<file path="config.mk">
export PLATFORM = sky130hd
export DESIGN_NAME = pc_reg_flat
export DESIGN_NICKNAME = d
export VERILOG_FILES = /design/src/rtl/pc_reg_if.sv /design/src/rtl/pc_reg.sv /design/src/flat_wrapper.sv
export SDC_FILE = /design/constraint.sdc
export NUM_CORES = 1
export LEC_CHECK = 0
export ABC_AREA = 1
export BUFFER_PORTS_ARGS = -buffer_cell sky130_fd_sc_hd__buf_2
export CAP_MARGIN = 20
export CORE_MARGIN = 10
export CORE_UTILIZATION = 57
export CTS_CLUSTER_DIAMETER = 30
export CTS_CLUSTER_SIZE = 40
export DETAILED_ROUTE_END_ITERATION = 8
export GPL_TIMING_DRIVEN = 0
export PLACE_DENSITY = 0.83
export SLEW_MARGIN = 20
export SYNTH_ARGS = -nofsm -noshare
export SYNTH_HDL_FRONTEND = slang
export SYNTH_SLANG_ARGS = --single-unit
</file>
<file path="constraint.sdc">
create_clock -name clk -period 2.6 [get_ports clk]
set_input_delay 0.26 -clock clk [delete_from_list [all_inputs] [get_ports clk]]
set_output_delay 0.26 -clock clk [all_outputs]
set_load 0.02 [all_outputs]
</file>
<file path="src/rtl/pc_reg_if.sv">
// pc_reg_if: bundle of the fetch-stage control and ROM-facing signals.
//
// Signals:
//   stall[5:0]               ctrl -> pc_reg   pipeline stall vector (bit 0 = fetch stall)
//   flush                    ctrl -> pc_reg   exception/ERET flush
//   new_pc[31:0]             ctrl -> pc_reg   flush target address
//   branch_flag_i            ID   -> pc_reg   branch/jump taken
//   branch_target_address_i  ID   -> pc_reg   branch target
//   pc[31:0]                 pc_reg -> ROM    fetch address
//   ce                       pc_reg -> ROM    fetch enable
//   branch_pending_o         pc_reg -> ctrl   redirect latched, waiting for stall release
//   misalign_o               pc_reg -> ctrl   only with PC_ALIGN_CHECK_EN defined
//
// Modports: master drives the control inputs and observes the outputs; slave is pc_reg.
// Optional feature macro: PC_ALIGN_CHECK_EN.

interface pc_reg_if;
    logic [5:0]  stall;
    logic        flush;
    logic [31:0] new_pc;
    logic        branch_flag_i;
    logic [31:0] branch_target_address_i;
    logic [31:0] pc;
    logic        ce;
    logic        branch_pending_o;
`ifdef PC_ALIGN_CHECK_EN
    logic        misalign_o;

    modport master (
        output stall, flush, new_pc, branch_flag_i, branch_target_address_i,
        input  pc, ce, branch_pending_o, misalign_o
    );

    modport slave (
        input  stall, flush, new_pc, branch_flag_i, branch_target_address_i,
        output pc, ce, branch_pending_o, misalign_o
    );
`else
    modport master (
        output stall, flush, new_pc, branch_flag_i, branch_target_address_i,
        input  pc, ce, branch_pending_o
    );

    modport slave (
        input  stall, flush, new_pc, branch_flag_i, branch_target_address_i,
        output pc, ce, branch_pending_o
    );
`endif
endinterface

</file>
<file path="src/rtl/pc_reg.sv">
// pc_reg: program counter stage feeding the instruction ROM.
//
// Produces the registered fetch address (pc) and chip enable (ce). Handles fetch stall,
// branch redirect and exception flush. A branch resolved while fetch is stalled is kept in a
// one-entry pending-redirect buffer and applied on the first unstalled cycle.
// Priority in RUN: flush > stall[0] > branch > pending > sequential increment.
//
// Ports:
//   clk   system clock, all state on the rising edge
//   rst   synchronous active-high reset
//   bus   pc_reg_if.slave: stall/flush/new_pc/branch inputs, pc/ce/branch_pending_o outputs
//
// Optional feature macro: PC_ALIGN_CHECK_EN
//   Defined: redirect targets are loaded with bits [1:0] cleared and misalign_o pulses for
//   the cycle the corrected pc is presented. Undefined: targets are loaded unmodified.

module pc_reg #(
    parameter logic [31:0] RESET_PC = 32'h0000_0000,
    parameter int unsigned PC_STEP  = 4
) (
    input logic     clk,
    input logic     rst,
    pc_reg_if.slave bus
);

    typedef enum logic [0:0] {
        StOff,
        StRun
    } state_e;

    state_e      state_q, state_d;
    logic [31:0] pc_q, pc_d;
    logic        pend_valid_q, pend_valid_d;
    logic [31:0] pend_target_q, pend_target_d;

    // Redirect request resolved this cycle (flush, live branch or pending entry).
    logic        load_en;
    logic [31:0] load_target;

    // Only the fetch stall bit matters to this stage.
    logic        unused_stall;
    assign unused_stall = ^bus.stall[5:1];

    function automatic logic [31:0] load_addr(input logic [31:0] a);
`ifdef PC_ALIGN_CHECK_EN
        return {a[31:2], 2'b00};
`else
        return a;
`endif
    endfunction

    always_comb begin
        state_d       = state_q;
        pc_d          = pc_q;
        pend_valid_d  = pend_valid_q;
        pend_target_d = pend_target_q;
        load_en       = 1'b0;
        load_target   = 32'h0000_0000;

        unique case (state_q)
            // First cycle out of reset: enable fetch at RESET_PC, no increment.
            StOff: state_d = StRun;

            StRun: begin
                if (bus.flush) begin
                    load_en      = 1'b1;
                    load_target  = bus.new_pc;
                    pend_valid_d = 1'b0;
                end else if (bus.stall[0]) begin
                    // Newest branch wins if several resolve during one stall.
                    if (bus.branch_flag_i) begin
                        pend_target_d = bus.branch_target_address_i;
                        pend_valid_d  = 1'b1;
                    end
                end else if (bus.branch_flag_i) begin
                    // A live branch supersedes a stale pending entry.
                    load_en      = 1'b1;
                    load_target  = bus.branch_target_address_i;
                    pend_valid_d = 1'b0;
                end else if (pend_valid_q) begin
                    load_en      = 1'b1;
                    load_target  = pend_target_q;
                    pend_valid_d = 1'b0;
                end else begin
                    pc_d = pc_q + 32'(PC_STEP);
                end

                if (load_en) begin
                    pc_d = load_addr(load_target);
                end
            end

            default: state_d = StOff;
        endcase
    end

`ifdef PC_ALIGN_CHECK_EN
    logic misalign_q, misalign_d;
    assign misalign_d = load_en && (load_target[1:0] != 2'b00);
`endif

    always_ff @(posedge clk) begin
        if (rst) begin
            state_q       <= StOff;
            pc_q          <= RESET_PC;
            pend_valid_q  <= 1'b0;
            pend_target_q <= 32'h0000_0000;
`ifdef PC_ALIGN_CHECK_EN
            misalign_q    <= 1'b0;
`endif
        end else begin
            state_q       <= state_d;
            pc_q          <= pc_d;
            pend_valid_q  <= pend_valid_d;
            pend_target_q <= pend_target_d;
`ifdef PC_ALIGN_CHECK_EN
            misalign_q    <= misalign_d;
`endif
        end
    end

    assign bus.pc               = pc_q;
    assign bus.ce               = (state_q == StRun);
    assign bus.branch_pending_o = pend_valid_q;
`ifdef PC_ALIGN_CHECK_EN
    assign bus.misalign_o       = misalign_q;
`endif

endmodule

</file>
<file path="src/flat_wrapper.sv">
// flat-port wrapper written by rule: the top's interface ports become plain ports
module pc_reg_flat 
#(
    parameter logic [31:0] RESET_PC = 32'h0000_0000,
    parameter int unsigned PC_STEP  = 4
)
  (clk, rst, bus_stall, bus_flush, bus_new_pc, bus_branch_flag_i, bus_branch_target_address_i, bus_pc, bus_ce, bus_branch_pending_o);
  pc_reg_if bus_i ();
  input logic clk;
  input logic rst;
  input wire logic [$bits(bus_i.stall)-1:0] bus_stall;
  input wire logic [$bits(bus_i.flush)-1:0] bus_flush;
  input wire logic [$bits(bus_i.new_pc)-1:0] bus_new_pc;
  input wire logic [$bits(bus_i.branch_flag_i)-1:0] bus_branch_flag_i;
  input wire logic [$bits(bus_i.branch_target_address_i)-1:0] bus_branch_target_address_i;
  output wire logic [$bits(bus_i.pc)-1:0] bus_pc;
  output wire logic [$bits(bus_i.ce)-1:0] bus_ce;
  output wire logic [$bits(bus_i.branch_pending_o)-1:0] bus_branch_pending_o;
  assign bus_i.stall = bus_stall;
  assign bus_i.flush = bus_flush;
  assign bus_i.new_pc = bus_new_pc;
  assign bus_i.branch_flag_i = bus_branch_flag_i;
  assign bus_i.branch_target_address_i = bus_branch_target_address_i;
  assign bus_pc = bus_i.pc;
  assign bus_ce = bus_i.ce;
  assign bus_branch_pending_o = bus_i.branch_pending_o;
  pc_reg #(.RESET_PC(RESET_PC), .PC_STEP(PC_STEP)) u_core (.clk(clk), .rst(rst), .bus(bus_i));
endmodule
</file>
==> impl_metrics.json <==
{
  "ys_types": 32,
  "synthMuxAreaShare": 0,
  "grt_pass1_vias": 4491,
  "io_buffers": 101,
  "grt.overflow.total": 0,
  "fin_area_um2": 4840,
  "hpwlAfterDp_um": 10500,
  "synth_top_area_cell": "dfxtp_1",
  "p_total_mw": 2.59,
  "num_antenna_cells": 0,
  "fin_skew_ns": 0.0105,
  "rsz0062_at_grt": "no",
  "reg2reg_depth": 9,
  "io_pins": 108,
  "gp_congestion": 0.969,
  "synth_top_family_by_area": "simple AND/OR/NAND/NOR gates",
  "row_count": 30,
  "num_vias": 4658,
  "fin_crit_ns": 1.71,
  "crit_end": "u_core.bus.pc[26]",
  "drive_above_1_share": 0.232,
  "hold_viol": 0,
  "holdCritStartpoint": "rst",
  "core_um2": 6790,
  "timing.final.ws_setup_ns": 0.891,
  "syn-cell-area_um2": 3990,
  "dp_slack_ns": 0.926,
  "status": "finished, final reports clean",
  "reg2reg_slack_ns": 0.89,
  "initialDrtViolationCount": 340,
  "grt_pass1_wl_um": 21800,
  "cts_tree": "yes",
  "dr.pass1.iters": 5,
  "cts_hold_buf": 0,
  "grt.total_usage": 0.241,
  "dieWidth_um": 104,
  "max-cap-violations": 0,
  "grt_max_degree": 12,
  "crit_arrival_ns": 1.98,
  "antenna_left": 0,
  "clk_path_buf_depth": 2,
  "hold_slack_ns": 0.139,
  "cp.required_ns": 2.87,
  "async_flop_share": 0,
  "drt_wl_total_um": 13500,
  "r2r_start": "u_core.bus.pc[2]",
  "crit_start": "u_core.bus.pc[2]",
  "yosys.area_share.simple": 0.310,
  "min_period_over_period": 0.657,
  "placed_cell_area_um2": 4620,
  "peakVddDrop_mv": 0.417,
  "die-area_um2": 10800,
  "synth_nets": 699,
  "antenna_found_initial": 0,
  "synth_area_per_cell_um2": 6.40,
  "cts-root-buf": "clkbuf_8",
  "viasPerCell": 5.57,
  "synth_area_leaders": "dfxtp_1 (33%), nor2_1 (12%), nand2_1 (9.6%)",
  "synth_xor_xnor_area_share": 0.0110,
  "synthCells": 624,
  "tns_ns": 0,
  "p_leak_nw": 2.14,
  "wl_per_cell_um": 16.2,
  "synth-edff-count": 0,
  "synthAdderAreaFrac": 0.00313,
  "cts_setup_buffers": 0,
  "clk_latency_ns": 0.35,
  "final_max_slew_viol_count": 0,
  "areaGrowthSynthToFinish_pct": 21.1,
  "hp-class": "in -> reg",
  "path_max_fanout": 6,
  "fmax_mhz": 585,
  "cts_num_sinks": 66,
  "r2r_end": "u_core.bus.pc[26]",
  "yosysWarnings": 0,
  "tightest_slew_ns": 0.563,
  "ys_ff_latch": 66,
  "synth_compound_area_frac": 0.268,
  "worst-setup-path-type": "reg -> reg",
  "cts_resized": 0,
  "nets": 811,
  "htree_num_levels": 3,
  "seq_area_frac_synth": 0.331,
  "power_density_nw_per_um2": 534,
  "synth_top_flop_cell": "dfxtp_1",
  "post-route-drc-count": 0,
  "chipHeight_um": 104,
  "setup_viol": 0,
  "end_kind": "flip-flop",
  "slew_headroom": 0.624,
  "start_kind": "flip-flop",
  "synth_top_area_frac": 0.331,
  "start_util": 0.588,
  "numCtsBuffers": 9,
  "clkSlewWorstSetupHoldPaths_ns": 0.08
}
## layer usage
layer | share of wire | vias to the layer above | wire length (µm) | GRT usage
li1 | - | 2304 | - | -
met1 | 0.42 | 2127 | 5680 | 0.304
met2 | 0.48 | 206 | 6550 | 0.402
met3 | 0.082 | 21 | 1100 | 0.0527
met4 | 0.014 | 0 | 189 | 0.0676
met5 | 0 | - | 0 | 0
## placed cells by master (no fill, tap or decap), drive strengths merged, types with 2 or more instances in the layout
cell type and instances:
inv 33, nand3 27, nor2 142, clkbuf 26, a31oi 2, o21ai 100
xor2 4, a21oi 67, clkinv 5, buf 121, o211ai 5, a211oi 22
nand2 112, bufinv 2, dfxtp 66
## final cells by class
class                           instances  area, µm²
Sequential cell                        66       1320
Clock inverter                          6       80.1
Buffer                                 36        176
Timing Repair Buffer                  101        505
Multi-Input combinational cell        488       2370
Tap cell                               96        120
Inverter                               34        128
Fill cell                             616       1960
Clock buffer                           10        138
## critical path, stage by stage (launching register included)
cell     delay [ns]
dfxtp_1        0.43
ha_1           0.23
nand2_1        0.11
nor2_4         0.19
nand2_4        0.12
nor2_4         0.20
nand2_1        0.07
nand2_1        0.06
nand3_1        0.09
a21oi_1        0.13
## synthesized netlist by cell type (15+ instances only)
master,n
a211oi_1,21
nor2_1,125
nand2_1,102
buf_2,15
inv_1,26
nand3_1,27
o21ai_0,74
a21oi_1,67
dfxtp_1,66
o21ai_1,26
clkbuf_1,16
## per-stage QoR
step                instances   util
floorplan                 624      -
global placement          821  0.680
global route              837  0.712
detailed placement        821  0.680
CTS                       837  0.712
finish                    837  0.712
## report_power, final
part	internal (mW)	leakage, nW	switching (mW)
clock network	0.560	0.116	0.411
logic	0.170	1.48	0.304
registers	1.07	0.542	0.0707
total	1.80	2.14	0.786
## how the worst min path moves through the flow
stage / to / slack [ns] / cells after the start
2_1_floorplan: u_core.bus.pc[3] / 0.33 / 1
3_3_place_gp: u_core.pend_target_q[4] / 0.44 / 2
3_5_place_dp: u_core.pend_target_q[4] / 0.45 / 2
4_1_cts: u_core.bus.pc[3] / 0.13 / 2
5_1_grt: u_core.bus.pc[3] / 0.14 / 2
6_report: u_core.bus.pc[3] / 0.14 / 2
## cell families (layout without fill, tap and decap cells)
kind of cell | Yosys count | after routing
and+or+nand+nor | 284 | 284
AOI/OAI and AO/OA | 198 | 198
adders and majority gates | 1 | 1
DFF | 66 | 66
buffers and inverters | 70 | 187
xor gates and xnor gates | 5 | 5
Power figures use the tool's default switching activity.
